==> src/rtl/addr_decoder_arbiter.sv <==
// Round-robin arbiter that forwards one of four requesters' ops to a single decoder port.
// Tracks per-requester outstanding ops and returns decoder completions as one-hot pulses.
module addr_decoder_arbiter #(
    parameter int unsigned MAX_OUTSTANDING = 4
) (
    input  logic        clock,
    input  logic        reset,
    input  logic        cfg_enable,
    input  logic [3:0]  req_valid,
    output logic [3:0]  req_ready,
    input  logic [3:0]  req_wr_rd_op,
    input  logic [31:0] req_addr,
    input  logic [31:0] req_wr_data,
    input  logic [23:0] req_op_id,
    output logic [3:0]  req_err,
    output logic [3:0]  rsp_valid,
    output logic [5:0]  rsp_op_id,
    output logic [7:0]  rsp_rd_data,
    output logic        enable_in,
    output logic        wr_rd_op,
    output logic        valid_in,
    output logic [7:0]  addr_in,
    output logic [7:0]  op_in_id,
    output logic [7:0]  wr_data_in,
    input  logic        ready_out,
    input  logic [7:0]  rd_data_out,
    input  logic [7:0]  done_op_id
);

    typedef enum logic [0:0] {StIdle, StIssue} state_e;

    localparam logic [3:0] MaxCnt = 4'(MAX_OUTSTANDING);

    state_e      state_q, state_d;
    logic [1:0]  rr_ptr_q, rr_ptr_d;
    logic [1:0]  grant_q, grant_d;
    logic [3:0]  cnt_q [4];
    logic [3:0]  cnt_d [4];
    logic        enable_in_q, enable_in_d;
    logic        wr_rd_op_q, wr_rd_op_d;
    logic [7:0]  addr_in_q, addr_in_d;
    logic [7:0]  op_in_id_q, op_in_id_d;
    logic [7:0]  wr_data_in_q, wr_data_in_d;
    logic [3:0]  rsp_valid_q, rsp_valid_d;
    logic [5:0]  rsp_op_id_q, rsp_op_id_d;
    logic [7:0]  rsp_rd_data_q, rsp_rd_data_d;

    logic [7:0]  addr_arr [4];
    logic [7:0]  data_arr [4];
    logic [5:0]  id_arr [4];
    logic [3:0]  eligible;
    logic [3:0]  inc_vec, dec_vec;
    logic [1:0]  cand;
    logic [1:0]  win_idx;
    logic        win_found;
    logic        grant_ok;
    logic        id_bad;
    logic        accept;
    logic        done_hit;

    always_comb begin
        eligible = '0;
        for (int i = 0; i < 4; i++) begin
            addr_arr[i] = req_addr[8*i +: 8];
            data_arr[i] = req_wr_data[8*i +: 8];
            id_arr[i]   = req_op_id[6*i +: 6];
            eligible[i] = req_valid[i] && (cnt_q[i] < MaxCnt);
        end
    end

    // First eligible requester scanning upward from rr_ptr, wrapping at 4.
    always_comb begin
        win_found = 1'b0;
        win_idx   = '0;
        cand      = '0;
        for (int k = 0; k < 4; k++) begin
            cand = rr_ptr_q + 2'(k);
            if (!win_found && eligible[cand]) begin
                win_found = 1'b1;
                win_idx   = cand;
            end
        end
    end

    assign grant_ok = (state_q == StIdle) && cfg_enable && win_found;
    assign id_bad   = (id_arr[win_idx] == 6'd0);
    assign accept   = (state_q == StIssue) && ready_out;
    assign done_hit = (done_op_id != 8'd0);

    always_ff @(posedge clock or posedge reset) begin
        if (reset) begin
            state_q       <= StIdle;
            rr_ptr_q      <= '0;
            grant_q       <= '0;
            cnt_q         <= '{default: '0};
            enable_in_q   <= 1'b0;
            wr_rd_op_q    <= 1'b0;
            addr_in_q     <= '0;
            op_in_id_q    <= '0;
            wr_data_in_q  <= '0;
            rsp_valid_q   <= '0;
            rsp_op_id_q   <= '0;
            rsp_rd_data_q <= '0;
        end else begin
            state_q       <= state_d;
            rr_ptr_q      <= rr_ptr_d;
            grant_q       <= grant_d;
            cnt_q         <= cnt_d;
            enable_in_q   <= enable_in_d;
            wr_rd_op_q    <= wr_rd_op_d;
            addr_in_q     <= addr_in_d;
            op_in_id_q    <= op_in_id_d;
            wr_data_in_q  <= wr_data_in_d;
            rsp_valid_q   <= rsp_valid_d;
            rsp_op_id_q   <= rsp_op_id_d;
            rsp_rd_data_q <= rsp_rd_data_d;
        end
    end

    always_comb begin
        state_d = state_q;
        unique case (state_q)
            StIdle:  if (grant_ok && !id_bad) state_d = StIssue;
            StIssue: if (ready_out)           state_d = StIdle;
            default: state_d = StIdle;
        endcase
    end

    always_comb begin
        rr_ptr_d     = rr_ptr_q;
        grant_d      = grant_q;
        enable_in_d  = cfg_enable;
        wr_rd_op_d   = wr_rd_op_q;
        addr_in_d    = addr_in_q;
        op_in_id_d   = op_in_id_q;
        wr_data_in_d = wr_data_in_q;
        if (accept) begin
            rr_ptr_d = grant_q + 2'd1;
        end else if (grant_ok) begin
            if (id_bad) begin
                rr_ptr_d = win_idx + 2'd1;
            end else begin
                grant_d      = win_idx;
                wr_rd_op_d   = req_wr_rd_op[win_idx];
                addr_in_d    = addr_arr[win_idx];
                wr_data_in_d = data_arr[win_idx];
                op_in_id_d   = {win_idx, id_arr[win_idx]};
            end
        end
    end

    // Same-edge accept and completion for one requester cancel out.
    always_comb begin
        for (int i = 0; i < 4; i++) begin
            inc_vec[i] = accept && (grant_q == 2'(i));
            dec_vec[i] = done_hit && (done_op_id[7:6] == 2'(i));
            cnt_d[i]   = cnt_q[i];
            if (inc_vec[i] && !dec_vec[i] && (cnt_q[i] < MaxCnt)) begin
                cnt_d[i] = cnt_q[i] + 4'd1;
            end else if (dec_vec[i] && !inc_vec[i] && (cnt_q[i] != 4'd0)) begin
                cnt_d[i] = cnt_q[i] - 4'd1;
            end
        end
    end

    always_comb begin
        rsp_valid_d   = '0;
        rsp_op_id_d   = rsp_op_id_q;
        rsp_rd_data_d = rsp_rd_data_q;
        if (done_hit) begin
            rsp_valid_d[done_op_id[7:6]] = 1'b1;
            rsp_op_id_d                  = done_op_id[5:0];
            rsp_rd_data_d                = rd_data_out;
        end
    end

    always_comb begin
        req_ready = '0;
        req_err   = '0;
        if (!reset && grant_ok) begin
            req_ready[win_idx] = 1'b1;
            req_err[win_idx]   = id_bad;
        end
    end

    assign valid_in    = (state_q == StIssue);
    assign enable_in   = enable_in_q;
    assign wr_rd_op    = wr_rd_op_q;
    assign addr_in     = addr_in_q;
    assign op_in_id    = op_in_id_q;
    assign wr_data_in  = wr_data_in_q;
    assign rsp_valid   = rsp_valid_q;
    assign rsp_op_id   = rsp_op_id_q;
    assign rsp_rd_data = rsp_rd_data_q;

endmodule

==> config.mk <==
export PLATFORM = sky130hd
export DESIGN_NAME = addr_decoder_arbiter
export DESIGN_NICKNAME = d
export VERILOG_FILES = /design/src/rtl/addr_decoder_arbiter.sv
export SDC_FILE = /design/constraint.sdc
export NUM_CORES = 1
export LEC_CHECK = 0
export BUFFER_PORTS_ARGS = -buffer_cell sky130_fd_sc_hd__buf_2
export CAP_MARGIN = 20
export CORE_UTILIZATION = 35
export DETAILED_ROUTE_END_ITERATION = 16
export GPL_TIMING_DRIVEN = 0
export PLACE_DENSITY = 0.69
export SETUP_SLACK_MARGIN = 0.05
export SLEW_MARGIN = 10
export SYNTH_ARGS = -nofsm -noshare
export SYNTH_HDL_FRONTEND = slang
export SYNTH_SLANG_ARGS = --single-unit
==> constraint.sdc <==
create_clock -name clock -period 9.95 [get_ports clock]
set_clock_uncertainty 0.2 [all_clocks]
set_input_delay 1.99 -clock clock [delete_from_list [all_inputs] [get_ports clock]]
set_output_delay 1.99 -clock clock [all_outputs]
set_load 0.01 [all_outputs]
==> out/metrics.yaml <==
logic_synthesis:
  yosysWarnings: 0
  ys_seq_elements: 63
  synth_edf_count: 0
  netlist_area_sq_mm: 0.00393
  netlist_instances: 406
  async_flop_share_pct: 100
  synth_cell_type_count: 50
  synth_flop_cell: "dfrtp_1"
  yosysSeqAreaShare_pct: 40.1
  synth.net_count: 534
  syn_area_per_cell_sq_um: 9.67
critical_path:
  required_ps: 7760
  endpoint_kind: "primary output"
  reg2reg_slack_ps: 6460
  cp-start-kind: "primary input"
  crit_fanout: 10
  crit_type: "in2out"
  arrival_ps: 4890
power:
  p_leak_nw: 2.59
  ir_drop_uv: 107
  powerDensity_mw_per_mm2: 290
  total_power_mw: 1.49
timing:
  rsz0062_at_grt: "no"
  worst_pin_slew_ps: 762
  finalSetupViolations: 0
  max_clock_freq_ghz: 0.141
  final_hold_viol_count: 0
  final.setup.tns_ps: 0
  maxSlewViolCount: 0
  period_share_pct: 71.1
  slew_headroom_pct: 49.2
  period_minus_slack_ps: 7080
routing:
  detail-route-antenna-nets: 0
  drt_iter0_drc: 220
  wl_um: 10900
  firstDrtPassIters: 4
  via_per_inst: 5.09
  drcViolationCount: 0
  wl_per_cell_um: 14.9
  num_vias: 3722
clock_network:
  cts-root-buf: "clkbuf_8"
  tritoncts: "done"
  clk_pin_slew_ps: 70
  cts_buffers: 9
  cts_resized: 0
  cts_hold_buf: 0
  cts_max_level: 3
  cts_sinks: 63
  clkLatencyLatePin_ps: 340
  cts_setup_buffers: 0
  cts_buffer_depth: 2
finish:
  nNetsFinal: 713
  area_growth_pct: 31.2
  mostFrequentLayoutCells: "173 x buf_2, 85 x nand2_1, 63 x dfrtp_1"
  fill_cells: 1057
  multi_input_comb_area_sq_mm: 0.00217
  finish.utilization_pct: 47.3
  register_area_sq_mm: 0.00158
  layout-drive-gt1-share_pct: 39.7
  final_common_cell: "buf_2"
floorplan:
  dieArea_sq_mm: 0.0116
  io_pins: 169
  core_sq_mm: 0.0109
  initial_core_util_pct: 36.1
  num_rows: 38
  die_w_um: 108
  die_h_um: 108
hold_path:
  min_path_type: "reg2reg"
grt:
  grt_pass1_wl_um: 17200
  grt_pass1_vias: 3670
  grtUsageTotal_pct: 19.1
  overflow: 0
  grt_max_degree: 64
  antenna_found_initial: 0
placed_design:
  portBuffers: 168
  place.gp.congestion: 0.786
  dp.final_hpwl_um: 8330
outcome:
  status: "finished, final reports clean"
flow_run:
  drv_cap: 0
-- sequential cells by signal (all words and copies together), names as in the netlist --
| register | flops |
|---|---|
| enable_in | 1 |
| wr_data_in | 8 |
| cnt_q | 16 |
| rsp_op_id | 6 |
| op_in_id | 6 |
| grant_q | 2 |
| valid_in | 1 |
| wr_rd_op | 1 |
| rsp_valid | 4 |
| addr_in | 8 |
| rsp_rd_data | 8 |
| rr_ptr_q | 2 |
-- routing by layer --
| metal | vias to the layer above | wire length (um) | share of wire, % | track usage [%] |
|---|---|---|---|---|
| met5 | - | 0 | 0 | 0 |
| met4 | 0 | 144 | 1.3 | 7.05 |
| met3 | 12 | 697 | 6.4 | 4.28 |
| met2 | 152 | 5290 | 48 | 34.2 |
| met1 | 1750 | 4790 | 44 | 22.0 |
| li1 | 1808 | - | - | - |
-- where the power goes --
| group | total (mW) | internal (mW) | switching, mW |
|---|---|---|---|
| clock | 0.237 | 0.141 | 0.0966 |
| sequential | 0.447 | 0.353 | 0.0935 |
| combinational | 0.810 | 0.377 | 0.433 |
-- area by class of cell --
| cell class | count | area share [%] |
|---|---|---|
| multi-input cells | 303 | 42.1 |
| flip-flops and latches | 63 | 30.6 |
| repair buffers | 168 | 16.3 |
| well taps | 140 | 3.40 |
| clock buffers | 12 | 2.62 |
| plain buffers | 19 | 1.94 |
| inverters | 21 | 1.58 |
| clock inverters | 4 | 1.36 |
| diodes | 1 | 0.0486 |
-- through the flow --
| step | instance area, sq um | std cells | worst slack, ps | hold slack [ps] |
|---|---|---|---|---|
| floorplan | 3930 | 406 | 3660 | 313 |
| global placement | 4940 | 714 | 3030 | 257 |
| detailed placement | 4950 | 714 | 2950 | 264 |
| CTS | 5150 | 730 | 2950 | 283 |
| global route | 5150 | 730 | 2740 | 296 |
| finish | 5150 | 731 | 2870 | 280 |
-- Yosys cell counts (all sizes together) (3+ instances only) --
library cell | instances | area share [%]
nand2 | 85 | 8.1
nand3 | 5 | 0.64
mux2 | 31 | 10
a31oi | 23 | 4.0
and3 | 18 | 2.9
xnor2 | 11 | 2.5
a221o | 4 | 1.0
o31ai | 6 | 1.1
o211ai | 4 | 0.76
a21o | 13 | 2.5
nor2b | 7 | 1.1
ha | 8 | 2.5
nor4 | 4 | 0.64
a211oi | 3 | 0.57
o21ai | 3 | 0.38
dfrtp | 63 | 40
nor3 | 8 | 1.4
buf | 8 | 1.5
fa | 4 | 2.0
nor2 | 22 | 2.1
inv | 21 | 2.0
o22ai | 9 | 1.8
or4 | 4 | 0.76
clkbuf | 11 | 1.1
-- worst max-delay path, cell delays in order --
cell      delay (ps)
buf_2             80
or3b_1           430
nor3_4           450
or3_4            230
buf_6            130
clkbuf_1         470
buf_2            330
buf_2            260
nand2_1          170
nor3_1           170
buf_2            160
-- kinds of logic after synthesis --
logic type	synth area share, %
buf+inv	4.56
fa+ha+maj	4.59
mux	10.3
compound gates	16.3
flops	40.1
simple gates	21.2
xor+xnor	2.90
-- worst paths after layout --
path                                          startpoint                        to  cells past startpoint
worst max register to register      cnt_q[6]$_DFFE_PP0P_    addr_in[4]$_DFFE_PP0P_                     10
min in group asynchronous                          reset      wr_rd_op$_DFFE_PP0P_                      2
worst min register to register  rsp_op_id[2]$_DFFE_PP0N_  rsp_op_id[2]$_DFFE_PP0N_                      1
worst min-delay path            rsp_op_id[2]$_DFFE_PP0N_  rsp_op_id[2]$_DFFE_PP0N_                      1
worst max-delay path                        req_valid[2]                req_err[2]                     11
max in group asynchronous                          reset      cnt_q[4]$_DFFE_PP0P_                      2
No activity file was read; power rests on OpenSTA's default activity.
